==> config.mk <==
export PLATFORM = sky130hd
export DESIGN_NAME = dds_cfg_arbiter
export DESIGN_NICKNAME = d
export VERILOG_FILES = /design/src/rtl/dds_cfg_arbiter.sv
export SDC_FILE = /design/constraint.sdc
export NUM_CORES = 1
export LEC_CHECK = 0
export ABC_AREA = 0
export BUFFER_PORTS_ARGS = -buffer_cell sky130_fd_sc_hd__buf_2
export CAP_MARGIN = 25
export CORE_MARGIN = 5
export CORE_UTILIZATION = 43
export CTS_CLUSTER_SIZE = 10
export DETAILED_ROUTE_END_ITERATION = 8
export GPL_TIMING_DRIVEN = 0
export PLACE_DENSITY = 0.62
export SETUP_SLACK_MARGIN = 0.5
export SYNTH_ARGS = -nofsm -noshare
export SYNTH_HDL_FRONTEND = slang
export SYNTH_SLANG_ARGS = --single-unit
==> constraint.sdc <==
create_clock -name aclk -period 3.5 [get_ports aclk]
set_input_delay 0.35 -clock aclk [delete_from_list [all_inputs] [get_ports aclk]]
set_output_delay 0.35 -clock aclk [all_outputs]
set_load 0.005 [all_outputs]
==> src/rtl/dds_cfg_arbiter.sv <==
// -----------------------------------------------------------------------------
// dds_cfg_arbiter
//
// Shares one DDS configuration AXI4-Stream master port between NUM_CH
// parallel-bus requesters (for example per-receiver phase-increment words).
// Every channel word is snapshotted each cycle. A word that differs from its
// snapshot marks that channel pending. Pending channels are granted in
// round-robin order. Each grant emits one beat carrying the snapshotted word,
// with the channel index on tuser.
//
// Optional feature (compile-time macro DDSARB_FORCE_UPDATE_EN):
//   defined   -> the force_update input exists. A one-cycle pulse marks every
//                channel pending, so a full reload can follow a DDS reset.
//   undefined -> the port is absent. Pending is set only by change detection.
//
// Parameters:
//   DIN_WIDTH  width of each channel word and of m_axis_tdata
//   NUM_CH     number of requesters (2..16)
//   CHW        channel index width, 2**CHW >= NUM_CH
//
// Ports:
//   aclk           in   clock, all logic on the rising edge
//   aresetn        in   asynchronous active-low reset
//   data_in        in   packed channel words, channel i = [i*DIN_WIDTH +: DIN_WIDTH]
//   force_update   in   mark all channels pending (macro builds only)
//   m_axis_tready  in   downstream ready
//   m_axis_tdata   out  granted channel word (registered)
//   m_axis_tuser   out  granted channel index (registered)
//   m_axis_tvalid  out  beat valid (registered)
//   pending        out  per-channel pending flags
// -----------------------------------------------------------------------------
module dds_cfg_arbiter #(
    parameter int DIN_WIDTH = 32,
    parameter int NUM_CH    = 4,
    parameter int CHW       = 2
) (
    input  logic                        aclk,
    input  logic                        aresetn,
    input  logic [NUM_CH*DIN_WIDTH-1:0] data_in,
`ifdef DDSARB_FORCE_UPDATE_EN
    input  logic                        force_update,
`endif
    input  logic                        m_axis_tready,
    output logic [DIN_WIDTH-1:0]        m_axis_tdata,
    output logic [CHW-1:0]              m_axis_tuser,
    output logic                        m_axis_tvalid,
    output logic [NUM_CH-1:0]           pending
);

    typedef enum logic {
        IDLE = 1'b0,
        SEND = 1'b1
    } state_t;

    localparam logic [CHW-1:0] LAST_CH = CHW'(NUM_CH - 1);

    state_t                            state;
    state_t                            state_n;

    logic [NUM_CH-1:0][DIN_WIDTH-1:0]  snapshot;
    logic [NUM_CH-1:0]                 changed;
    logic [NUM_CH-1:0]                 force_vec;

    logic [NUM_CH-1:0]                 pending_q;
    logic [NUM_CH-1:0]                 pending_n;
    logic [NUM_CH-1:0]                 grant_mask;

    logic [CHW-1:0]                    last_grant;
    logic [CHW-1:0]                    last_grant_n;
    logic [CHW-1:0]                    cand;
    logic [CHW-1:0]                    pick_idx;
    logic                              pick_found;
    logic                              do_grant;

    logic [DIN_WIDTH-1:0]              tdata_q;
    logic [DIN_WIDTH-1:0]              tdata_n;
    logic [CHW-1:0]                    tuser_q;
    logic [CHW-1:0]                    tuser_n;
    logic                              tvalid_q;
    logic                              tvalid_n;

    // -------------------------------------------------------------------------
    // Per-channel snapshot and change detect
    // -------------------------------------------------------------------------
    for (genvar i = 0; i < NUM_CH; i++) begin : g_ch
        logic [DIN_WIDTH-1:0] snap_q;

        assign changed[i]  = (data_in[i*DIN_WIDTH +: DIN_WIDTH] != snap_q);
        assign snapshot[i] = snap_q;

        // NOTE: this storage is reset, unlike a typical data array. A zero
        // snapshot is the comparison baseline, so a nonzero word held through
        // reset release is seen as a change on the first clock.
        always_ff @(posedge aclk or negedge aresetn) begin
            if (!aresetn) begin
                snap_q <= '0;
            end else if (changed[i]) begin
                snap_q <= data_in[i*DIN_WIDTH +: DIN_WIDTH];
            end
        end
    end

`ifdef DDSARB_FORCE_UPDATE_EN
    assign force_vec = {NUM_CH{force_update}};
`else
    assign force_vec = '0;
`endif

    // -------------------------------------------------------------------------
    // Round-robin pick: first pending channel above last_grant, wrapping.
    // Offset NUM_CH wraps back to last_grant itself, so the channel served
    // most recently has the lowest priority.
    // -------------------------------------------------------------------------
    // NOTE: every variable assigned in a combinational block gets a default
    // on entry, so no path leaves it unassigned and no latch is inferred.
    always_comb begin
        pick_found = 1'b0;
        pick_idx   = '0;
        cand       = '0;
        for (int off = 1; off <= NUM_CH; off++) begin
            cand = CHW'((int'(last_grant) + off) % NUM_CH);
            if (!pick_found && pending_q[cand]) begin
                pick_found = 1'b1;
                pick_idx   = cand;
            end
        end
    end

    // -------------------------------------------------------------------------
    // FSM next state and registered outputs
    // -------------------------------------------------------------------------
    always_comb begin
        state_n      = state;
        tdata_n      = tdata_q;
        tuser_n      = tuser_q;
        tvalid_n     = tvalid_q;
        last_grant_n = last_grant;
        do_grant     = 1'b0;

        unique case (state)
            IDLE: begin
                if (pick_found) begin
                    do_grant = 1'b1;
                end
            end
            SEND: begin
                // The beat is held until it is accepted. On acceptance the
                // next grant is loaded in the same cycle so beats stream
                // back to back.
                if (tvalid_q && m_axis_tready) begin
                    if (pick_found) begin
                        do_grant = 1'b1;
                    end else begin
                        tvalid_n = 1'b0;
                        state_n  = IDLE;
                    end
                end
            end
            default: begin
                state_n  = IDLE;
                tvalid_n = 1'b0;
            end
        endcase

        if (do_grant) begin
            // The registered snapshot is sent. A change arriving in this
            // same cycle updates the snapshot and goes out on a later grant.
            tdata_n      = snapshot[pick_idx];
            tuser_n      = pick_idx;
            tvalid_n     = 1'b1;
            last_grant_n = pick_idx;
            state_n      = SEND;
        end

        grant_mask = do_grant ? (NUM_CH'(1) << pick_idx) : '0;
        // The set terms are applied after the grant clear, so a change in the
        // grant cycle keeps the channel pending.
        pending_n  = (pending_q & ~grant_mask) | changed | force_vec;
    end

    // NOTE: clocked state uses non-blocking assignments so every register
    // samples pre-edge values, independent of statement order.
    always_ff @(posedge aclk or negedge aresetn) begin
        if (!aresetn) begin
            state <= IDLE;
        end else begin
            state <= state_n;
        end
    end

    always_ff @(posedge aclk or negedge aresetn) begin
        if (!aresetn) begin
            pending_q  <= '0;
            last_grant <= LAST_CH;
            tdata_q    <= '0;
            tuser_q    <= '0;
            tvalid_q   <= 1'b0;
        end else begin
            pending_q  <= pending_n;
            last_grant <= last_grant_n;
            tdata_q    <= tdata_n;
            tuser_q    <= tuser_n;
            tvalid_q   <= tvalid_n;
        end
    end

    assign m_axis_tdata  = tdata_q;
    assign m_axis_tuser  = tuser_q;
    assign m_axis_tvalid = tvalid_q;
    assign pending       = pending_q;

endmodule

==> results.yml, run 1 <==
clock_network:
  ctsResizeCount: 0
  max-clock-path-buffers: 2
  clk_pin_slew_ns: 0.06
  cts_sinks: 170
  numCtsBuffers: 17
  worst_skew_pair.late_latency_ns: 0.43
  clock-root-buffer: "clkbuf_16"
  htree_levels: 4
  cts_tree: "built"
floorplan:
  top_level_ports: 170
  start_util_pct: 43.5
  chipWidth_um: 145
  core.rowCount: 49
  die_outline_area_um2: 20900
  die_height_um: 145
  core_um2: 17900
setup_path:
  timing.critical_path.from_type: "flop"
  critical_path.max_stage_delay_ns: 0.53
  critical_path_cell_list: "and2b_1 > o21a_1 > buf_2 > nor3_4 > buf_4 > mux2_1 > a221o_1"
  critical_path_cell_with_the_highest_stage_delay: "dfstp_2"
  cp_data_arrival_time_ns: 3.11
  crit_path_max_fanout: 10
  timing.setup.critical_path_class: "flop to flop"
  crit_required_ns: 3.81
  critPathCaptureType: "flop"
  crit_reg_reg_startpoint: "last_grant[0]"
  worstSetupStartpoint: "last_grant[0]"
synthesis:
  yosys_most_used_dff: "dfrtp_1"
  synth.top_cell.area_share_pct: 54.0
  synth_enable_flop_cells: 0
  yosys_warnings: 0
  post_synth_main_area_contributors: "dfrtp_1 (54%), xnor2_1 (14%), clkbuf_1 (7.4%)"
  synth_async_sr_flop_share_pct: 100
  synth_largest_area_cell: "dfrtp_1"
  synth_seq_cells: 170
  most_common_library_cells_after_synthesis: "dfrtp_1 (168), clkbuf_1 (154), xnor2_1 (128)"
  number_of_standard_cells_after_synthesis: 703
  synth_seq_area_share_pct: 54.7
  yosysUniqueCellTypes: 30
  post_synth.cell_area_avg_um2: 11.1
  synth.most_common_cell: "dfrtp_1"
  cell_area_after_synthesis_um2: 7780
  synth.net_count: 834
job:
  max_cap_viol_count: 0
cells_and_area:
  area_delta_synth_final_pct: 22.2
  num_antenna_cells: 0
  sequential_standard_cell_area_um2: 4260
  fin_util_pct: 53.1
  multiInputGateArea_um2: 2900
  final_layout_size_suffix_gt1_share_pct: 22.8
  nets: 1024
  final.fill_count: 1666
global_routing:
  via_count_of_the_first_global_routing_pass: 5825
  number_of_antenna_violations_at_the_first_check_in_global_routing: 0
  grt_overflow_total: 0
  grt_usage_pct: 21.5
  maximum_number_of_pins_on_one_net_before_global_route_repair: 111
  grt_first_pass_wirelength_um: 33000
place:
  portBuffers: 169
  place_worst_setup_slack_ns: 0.719
  finalWeightedCongestion: 0.879
  dp_hpwl_um: 17400
pwr:
  power.density_nw_per_um2: 667
  power.total_uw: 6340
  total_leakage_power_uw: 0.00397
  vdd.ir_drop.worst_mv: 0.377
route:
  dr.pass1.iters: 4
  vias: 5762
  detail_route.wl_per_cell_um: 19.3
  viasPerCell: 5.09
  drt-total-wl_um: 21900
  drt_drc_violations_left: 0
  ant_nets: 0
  drt_iter0_drc: 443
sta:
  worst_slew_pin_slew_ns: 0.741
  maxClockFrequency_ghz: 0.358
  setup-tns-final_ns: 0
  finalHoldViolations: 0
  layout_worst_path_cycle_share_pct: 79.9
  fin_hold_ws_ns: 0.110
  timing.final.ws_setup_ns: 0.705
  min_period_ns: 2.79
  rsz_0062_raised_after_global_routing: "no"
  timing.slew.headroom_pct: 50.4
  setup_viol_count_final: 0
  timing_max_transition_violations_final: 0
  worst_clock_skew_ns: 0.00751
min_path:
  min-delay-path-class: "input port to flop"
  timing.hold.worst.start: "m_axis_tready"
status:
  run_status: "completed"
-- worst paths after layout --
kind                                      end  slack, ns  depth (start not counted)
max                          m_axis_tdata[24]       0.71                          7
min                             m_axis_tvalid       0.11                          2
max reg2reg                  m_axis_tdata[24]       0.71                          7
min reg2reg                   m_axis_tuser[1]       0.47                          2
max in group asynchronous       last_grant[1]       2.16                          3
min in group asynchronous  g_ch[1].snap_q[14]       0.44                          2
-- layer usage --
metal | global-route usage, % | part of all wire (%)
met1 | 31.4 | 47
met2 | 33.1 | 44
met3 | 3.57 | 7.0
met4 | 6.53 | 2.0
met5 | 0 | 0
-- placed cells by master, fill, tap and decap left out, types with 2 or more instances in the layout --
cell       synthesis  layout
a21oi_1           34      34
a221o_1           32      32
buf_2              3     171
buf_4              3       3
clkbuf_1         154     158
clkbuf_16          0      17
clkbuf_8           0       3
clkinv_2           0       2
dfrtp_1          168     168
dfstp_2            2       2
mux2_1            32      32
nand2_1            7       7
nand2b_1           2       2
nand3_1            5       5
nand4_1           64      64
nor2_1             7       7
nor4_1             9       9
o21a_1             3       3
o21ai_0            3       3
o21ai_1            2       2
o31ai_1           34      34
xnor2_1          128     128
-- power breakdown --
part           internal [uW]  switching [uW]  leakage (uW)
Clock                   1030             760      0.000267
Sequential              2260             222       0.00198
Combinational            907            1160       0.00172
-- cell families after synthesis --
group	Yosys count	synth area share, %
xor+xnor	128	14.4
buf+inv	161	7.96
compound gates	113	10.7
flops	170	54.7
simple gates	99	7.58
mux	32	4.63
-- cell type report --
class / count / area share [%]
Timing Repair Buffer: 171 / 9.40
Clock buffer: 24 / 5.07
Multi-Input combinational cell: 372 / 30.5
Buffer: 161 / 6.52
Sequential cell: 170 / 44.8
Clock inverter: 6 / 0.684
Tap cell: 229 / 3.01
-- flip-flops by register name, indices dropped and copies added, names as in the netlist --
name           cells
g_ch.snap_q      128
m_axis_tdata      32
pending            4
last_grant         2
m_axis_tuser       2
m_axis_tvalid      1
state              1
-- repair_timing --
| item | 4_1_cts | 5_1_grt |
|---|---|---|
| hold buffers | 1 | 0 |
| setup buffers | 0 | 0 |
| endpoints found under the hold margin | 59 | 0 |
-- per-stage QoR --
stage | instances | instance area [um2]
3_5_place_dp | 1102 | 8950
3_3_place_gp | 1101 | 8910
2_1_floorplan | 703 | 7780
6_report | 1133 | 9510
4_1_cts | 1133 | 9510
5_1_grt | 1133 | 9510
-- critical path: cells and delay by family (launching register included) --
family	cells	cell delay, ns
and+or+nand+nor	2	0.69
DFF	1	0.53
AOI/OAI and AO/OA	2	0.52
buffers and inverters	2	0.50
muxes	1	0.42
(Power assumes the default switching activity.)
==> inputs of run 2 (changes only) <==
clock period = 2.73 ns   (was 3.5 ns; I/O delays follow)
==> run 2 against run 1 <==
Effect of this change:
- worst setup slack got worse by 0.26 ns
- global-route usage is 0.57 points higher
- via count increased by 0.50%
- routed wire length increased by 3.1%
- combinational power is 67% higher
- cell count rose by 1.1%
- die area is the same
- highest routed layer unchanged
- clock skew grew 0.0012 ns
- register-to-register slack got worse by 0.26 ns
==> results.yml, run 2 (same netlist as run 1, synthesis figures left out) <==
setup_path:
  regToRegSetupSlack_ns: 0.44
  crit_required_ns: 3.04
  reg2regPathDepth: 8
  timing.setup.critical_path_class: "flop to flop"
  cp_data_arrival_time_ns: 2.60
  worst_setup_path_endpoint: "m_axis_tdata[22]"
  worstSetupStartpoint: "last_grant[0]"
  crit-reg2reg-capture: "m_axis_tdata[22]"
  crit_path_max_fanout: 10
  timing.critical_path.from_type: "flop"
  critPathCaptureType: "flop"
  crit_reg_reg_startpoint: "last_grant[0]"
sta:
  setup_viol_count_final: 0
  finalHoldViolations: 0
  timing_max_transition_violations_final: 0
  rsz_0062_raised_after_global_routing: "yes"
  worst_slew_pin_slew_ns: 0.644
  worst_clock_skew_ns: 0.00871
  setup-tns-final_ns: 0
  timing.slew.headroom_pct: 57.1
  layout_worst_path_cycle_share_pct: 83.8
  maxClockFrequency_ghz: 0.437
  min_period_ns: 2.29
cells_and_area:
  largest_reg_flops: 128
  num_antenna_cells: 0
  nets: 1034
  layout.cells.most_common: "buf_2"
  final_layout_size_suffix_gt1_share_pct: 32.9
  regMostFlops: "g_ch.snap_q"
  mostFrequentLayoutCells: "buf_2 (172), dfrtp_1 (166), clkbuf_1 (142)"
  area_delta_synth_final_pct: 29.6
place:
  dp_hpwl_um: 17600
  portBuffers: 169
  finalWeightedCongestion: 0.858
global_routing:
  via_count_of_the_first_global_routing_pass: 5980
  grt_usage_pct: 22.1
  grt_first_pass_wirelength_um: 33700
  grt_overflow_total: 0
  maximum_number_of_pins_on_one_net_before_global_route_repair: 105
  number_of_antenna_violations_at_the_first_check_in_global_routing: 0
pwr:
  power.total_uw: 9100
  total_leakage_power_uw: 0.00426
  vdd.ir_drop.worst_mv: 0.516
  power.density_nw_per_um2: 903
route:
  vias: 5791
  viasPerCell: 5.06
  drt_iter0_drc: 501
  dr.pass1.iters: 4
  ant_nets: 0
  drt_drc_violations_left: 0
  detail_route.wl_per_cell_um: 19.7
  drt-total-wl_um: 22600
floorplan:
  die_height_um: 145
  top_level_ports: 170
  chipWidth_um: 145
  core_um2: 17900
  core.rowCount: 49
  die_outline_area_um2: 20900
  start_util_pct: 43.5
job:
  max_cap_viol_count: 0
clock_network:
  htree_levels: 4
  clk_pin_slew_ns: 0.07
  clock-root-buffer: "clkbuf_16"
  numCtsBuffers: 17
  cts_sinks: 170
  max-clock-path-buffers: 2
  worst_skew_pair.late_latency_ns: 0.43
  cts_tree: "built"
min_path:
  min-delay-path-class: "input port to flop"
status:
  run_status: "completed"
==> run 2: changes by cell type in the layout (fill, tap and decap cells not counted), sizes merged <==
cell	delta
inv	+6
clkbuf	-8
bufinv	+1
clkinvlp	+1
buf	+12
==> run 2: worst min path at each step <==
stage	startpoint	end	depth (start not counted)
after floorplan	aresetn	g_ch[0].snap_q[0]	0
after global placement	m_axis_tuser[1]	m_axis_tuser[1]	2
after detailed placement	aresetn	g_ch[3].snap_q[16]	1
after CTS	m_axis_tready	m_axis_tvalid	2
after global routing	m_axis_tready	m_axis_tvalid	2
final	m_axis_tready	m_axis_tvalid	2
==> run 2: worst max-delay path, cell delays in order (launching register included) <==
cell and delay, ns:
dfstp_2 0.53, and2b_2 0.23, o21a_1 0.20, buf_6 0.13, nor3_4 0.14, buf_12 0.16
buf_12 0.15, mux2_4 0.31, a221o_1 0.30
==> run 2: metrics by stage <==
step	std cells	hold WS, ns	area, um2	setup WS [ns]	util, %
6_report	1145	0.0240	10100	0.442	56.3
3_3_place_gp	1101	0.462	9030	-1.37	50.4
3_5_place_dp	1102	0.260	9060	0.173	50.6
2_1_floorplan	703	-0.0226	7890	0.478	-
4_1_cts	1143	0.0146	9810	0.388	54.8
5_1_grt	1145	0.00515	10100	0.365	56.3
==> run 2: cell type report <==
cell class | instances | area (um2)
plain buffers | 161 | 684
clock buffers | 18 | 439
clock inverters | 14 | 158
fillers | 1599 | 7820
multi-input cells | 372 | 3260
flip-flops and latches | 170 | 4260
well taps | 229 | 287
repair buffers | 181 | 993
==> run 2: repair_timing <==
action / in CTS / in global routing
pin swaps: 3 / 6
endpoints found under the hold margin: 64 / 0
gates resized for setup: 14 / 77
gates cloned: 0 / 0
setup buffers: 8 / 2
setup endpoints to repair: 33 / 35
hold buffers: 1 / 0
==> run 2: where the power goes <==
group | internal, uW | switching, uW | leakage [uW]
Combinational | 1720 | 1730 | 0.00199
Clock | 1390 | 1080 | 0.000290
Sequential | 2890 | 285 | 0.00198
==> run 2: routing by layer <==
layer  GRT usage, %  share of wire [%]  routed length (um)
met4           5.06                1.3                 284
met5              0                  0                   0
met2           36.2                 49               11000
met3           5.19                5.6                1270
met1           30.0                 44                9980
==> inputs of run 3 (changes only) <==
PLACE_DENSITY = 0.64   (was 0.62)
clock period = 1.98 ns   (was 2.73 ns; I/O delays follow)
==> run 3 against run 2 <==
Effect of this change:
- the flow now finishes with violations (setup timing)
- core utilization is 7.0 points higher
- clock skew is 0.0031 ns lower
- die area stayed put
- critical path depth stayed put
- worst setup slack worse by 0.73 ns
- critical path type unchanged
- critical endpoint is now m_axis_tdata[18]
- largest cell class unchanged
- largest power group unchanged
- highest routed layer unchanged
==> results.yml, run 3 (same netlist as run 1, synthesis figures left out) <==
clock_network:
  cts_tree: "built"
  clk_pin_slew_ns: 0.06
  cts_sinks: 170
  htree_levels: 4
  clock-root-buffer: "clkbuf_16"
  numCtsBuffers: 17
  max-clock-path-buffers: 2
  worst_skew_pair.late_latency_ns: 0.42
cells_and_area:
  mostFrequentLayoutCells: "buf_2 (169), dfrtp_1 (164), clkbuf_1 (149)"
  final_cell_area_um2: 11300
  layout.cells.most_common: "buf_2"
  regMostFlops: "g_ch.snap_q"
  final_layout_size_suffix_gt1_share_pct: 27.8
  largest_reg_flops: 128
  num_antenna_cells: 0
  area_delta_synth_final_pct: 45.8
  nets: 1173
pwr:
  power.density_nw_per_um2: 1130
  power_frac_seq_pct: 34.1
  total_leakage_power_uw: 0.00489
  power.share.switching_pct: 32.8
  combinational_cell_fraction_of_total_power_pct: 41.2
  clockPowerShare_pct: 24.7
  total_switching_power_uw: 4200
  vdd.ir_drop.worst_mv: 0.749
  p_int_uw: 8600
sta:
  layout_worst_path_cycle_share_pct: 115
  finalHoldViolations: 0
  timing.slew.headroom_pct: 59.7
  timing_max_transition_violations_final: 0
  worst_slew_pin_slew_ns: 0.605
  min_period_ns: 2.27
  timing.final.ws_setup_ns: -0.290
  worst_clock_skew_ns: 0.00557
  maxClockFrequency_ghz: 0.441
  setup_viol_count_final: 33
  rsz_0062_raised_after_global_routing: "yes"
floorplan:
  die_height_um: 145
  core.rowCount: 49
  core_um2: 17900
  die_outline_area_um2: 20900
  start_util_pct: 43.5
  chipWidth_um: 145
  top_level_ports: 170
min_path:
  timing.hold.worst.start: "data_in[84]"
  min-delay-path-class: "input port to flop"
  hold_path_depth: 2
  worstHoldEndpoint: "g_ch[2].snap_q[20]"
place:
  place_worst_setup_slack_ns: -0.587
  finalWeightedCongestion: 0.887
  dp_hpwl_um: 17500
  post_dp_cell_area_um2: 9080
  portBuffers: 169
setup_path:
  timing.critical_path.from_type: "flop"
  worst_path_dominant_cell_family: "flip-flops"
  crit_reg_reg_startpoint: "last_grant[0]"
  cp.buffers_inverters: 3
  critical_path.max_stage_delay_ns: 0.53
  critPathCaptureType: "flop"
  crit_required_ns: 2.29
  critical_path_cell_list: "and2b_2 > o21a_1 > buf_6 > nor3_4 > buf_12 > clkbuf_16 > mux2_4 > a221o_1"
  reg2regPathDepth: 8
  crit_path_max_fanout: 8
  critical_path_cell_with_the_highest_stage_delay: "dfstp_2"
  regToRegSetupSlack_ns: -0.29
  timing.setup.critical_path_class: "flop to flop"
  crit-reg2reg-capture: "m_axis_tdata[18]"
  cp_data_arrival_time_ns: 2.58
global_routing:
  maximum_number_of_pins_on_one_net_before_global_route_repair: 122
  number_of_antenna_violations_at_the_first_check_in_global_routing: 0
  via_count_of_the_first_global_routing_pass: 6532
  grt_first_pass_wirelength_um: 36500
  grt_overflow_total: 0
  grt_usage_pct: 23.6
route:
  viasPerCell: 5.05
  detail_route.wl_per_cell_um: 19.0
  vias: 6463
  drt_iter0_drc: 489
  ant_nets: 0
  dr.pass1.iters: 5
  drt_drc_violations_left: 0
  drt-total-wl_um: 24400
job:
  max_cap_viol_count: 0
status:
  failed_checks: "setup timing"
  run_status: "finished, violations left"
-- run 3: changes by cell type in the layout (fill, tap and decap cells not counted), moves of 3 or more --
cell and delta:
dlygate4sd3_1 +121, o31ai_1 +26, o31ai_2 -21, buf_4 +13, clkbuf_1 +7, clkbuf_2 -6, inv_6 -6, o31ai_4 -5
buf_2 -3, buf_6 +3
-- run 3: metrics by stage --
| step | util (%) | hold slack, ns | total power, uW | cells | setup TNS [ns] |
|---|---|---|---|---|---|
| detailed placement | 50.7 | 0.135 | 8460 | 1102 | -17.20 |
| global route | 63.3 | 0.0128 | 13400 | 1280 | -10.77 |
| floorplan | - | -0.0976 | 6950 | 703 | -7.75 |
| global placement | 50.5 | 0.404 | 8400 | 1101 | -355.02 |
| finish | 63.3 | 0.00664 | 12800 | 1280 | -8.57 |
| CTS | 62.2 | 0.00121 | 12500 | 1263 | -10.01 |
-- run 3: cell type report --
cell class | count | area (um2)
clock buffer | 19 | 433
sequential | 170 | 4260
timing repair buffer | 320 | 2400
buffer | 161 | 719
fill | 1401 | 6560
clock inverter | 9 | 104
tap | 229 | 287
multi-input combinational | 372 | 3140
-- run 3: how the worst max path moves through the flow --
| stage | end | cells past startpoint | start | slack, ns |
|---|---|---|---|---|
| 2_1_floorplan | m_axis_tdata[10] | 7 | last_grant[0] | -0.27 |
| 3_3_place_gp | g_ch[1].snap_q[28] | 1 | aresetn | -2.02 |
| 5_1_grt | m_axis_tdata[18] | 8 | last_grant[0] | -0.36 |
| 6_report | m_axis_tdata[18] | 8 | last_grant[0] | -0.29 |
| 3_5_place_dp | m_axis_tdata[15] | 7 | pending[3] | -0.59 |
| 4_1_cts | m_axis_tdata[28] | 8 | last_grant[0] | -0.34 |
-- run 3: power groups by stage --
stage                     clock network, uW  logic [uW]  registers, uW
after floorplan                           0        2610           4340
after global placement                    0        3990           4410
after detailed placement                  0        4040           4410
after CTS                              3210        4910           4370
after global routing                   3360        5590           4420
final                                  3160        5270           4360
-- run 3: timing repair --
item,4_1_cts,5_1_grt
buffers inserted,11,15
endpoints found under the hold margin,167,1
gates cloned,1,1
endpoints found under the setup margin,40,40
pin swaps,6,8
resized for setup,44,17
hold buffers,121,1
-- run 3: per-layer routing --
| layer | track usage, % | vias to the layer above | share of wire [%] |
|---|---|---|---|
| met2 | 39.0 | 238 | 48 |
| met1 | 31.4 | 3128 | 43 |
| met4 | 7.85 | 0 | 2.7 |
| met5 | 0 | - | 0 |
| met3 | 4.53 | 33 | 6.3 |
| li1 | - | 3064 | - |
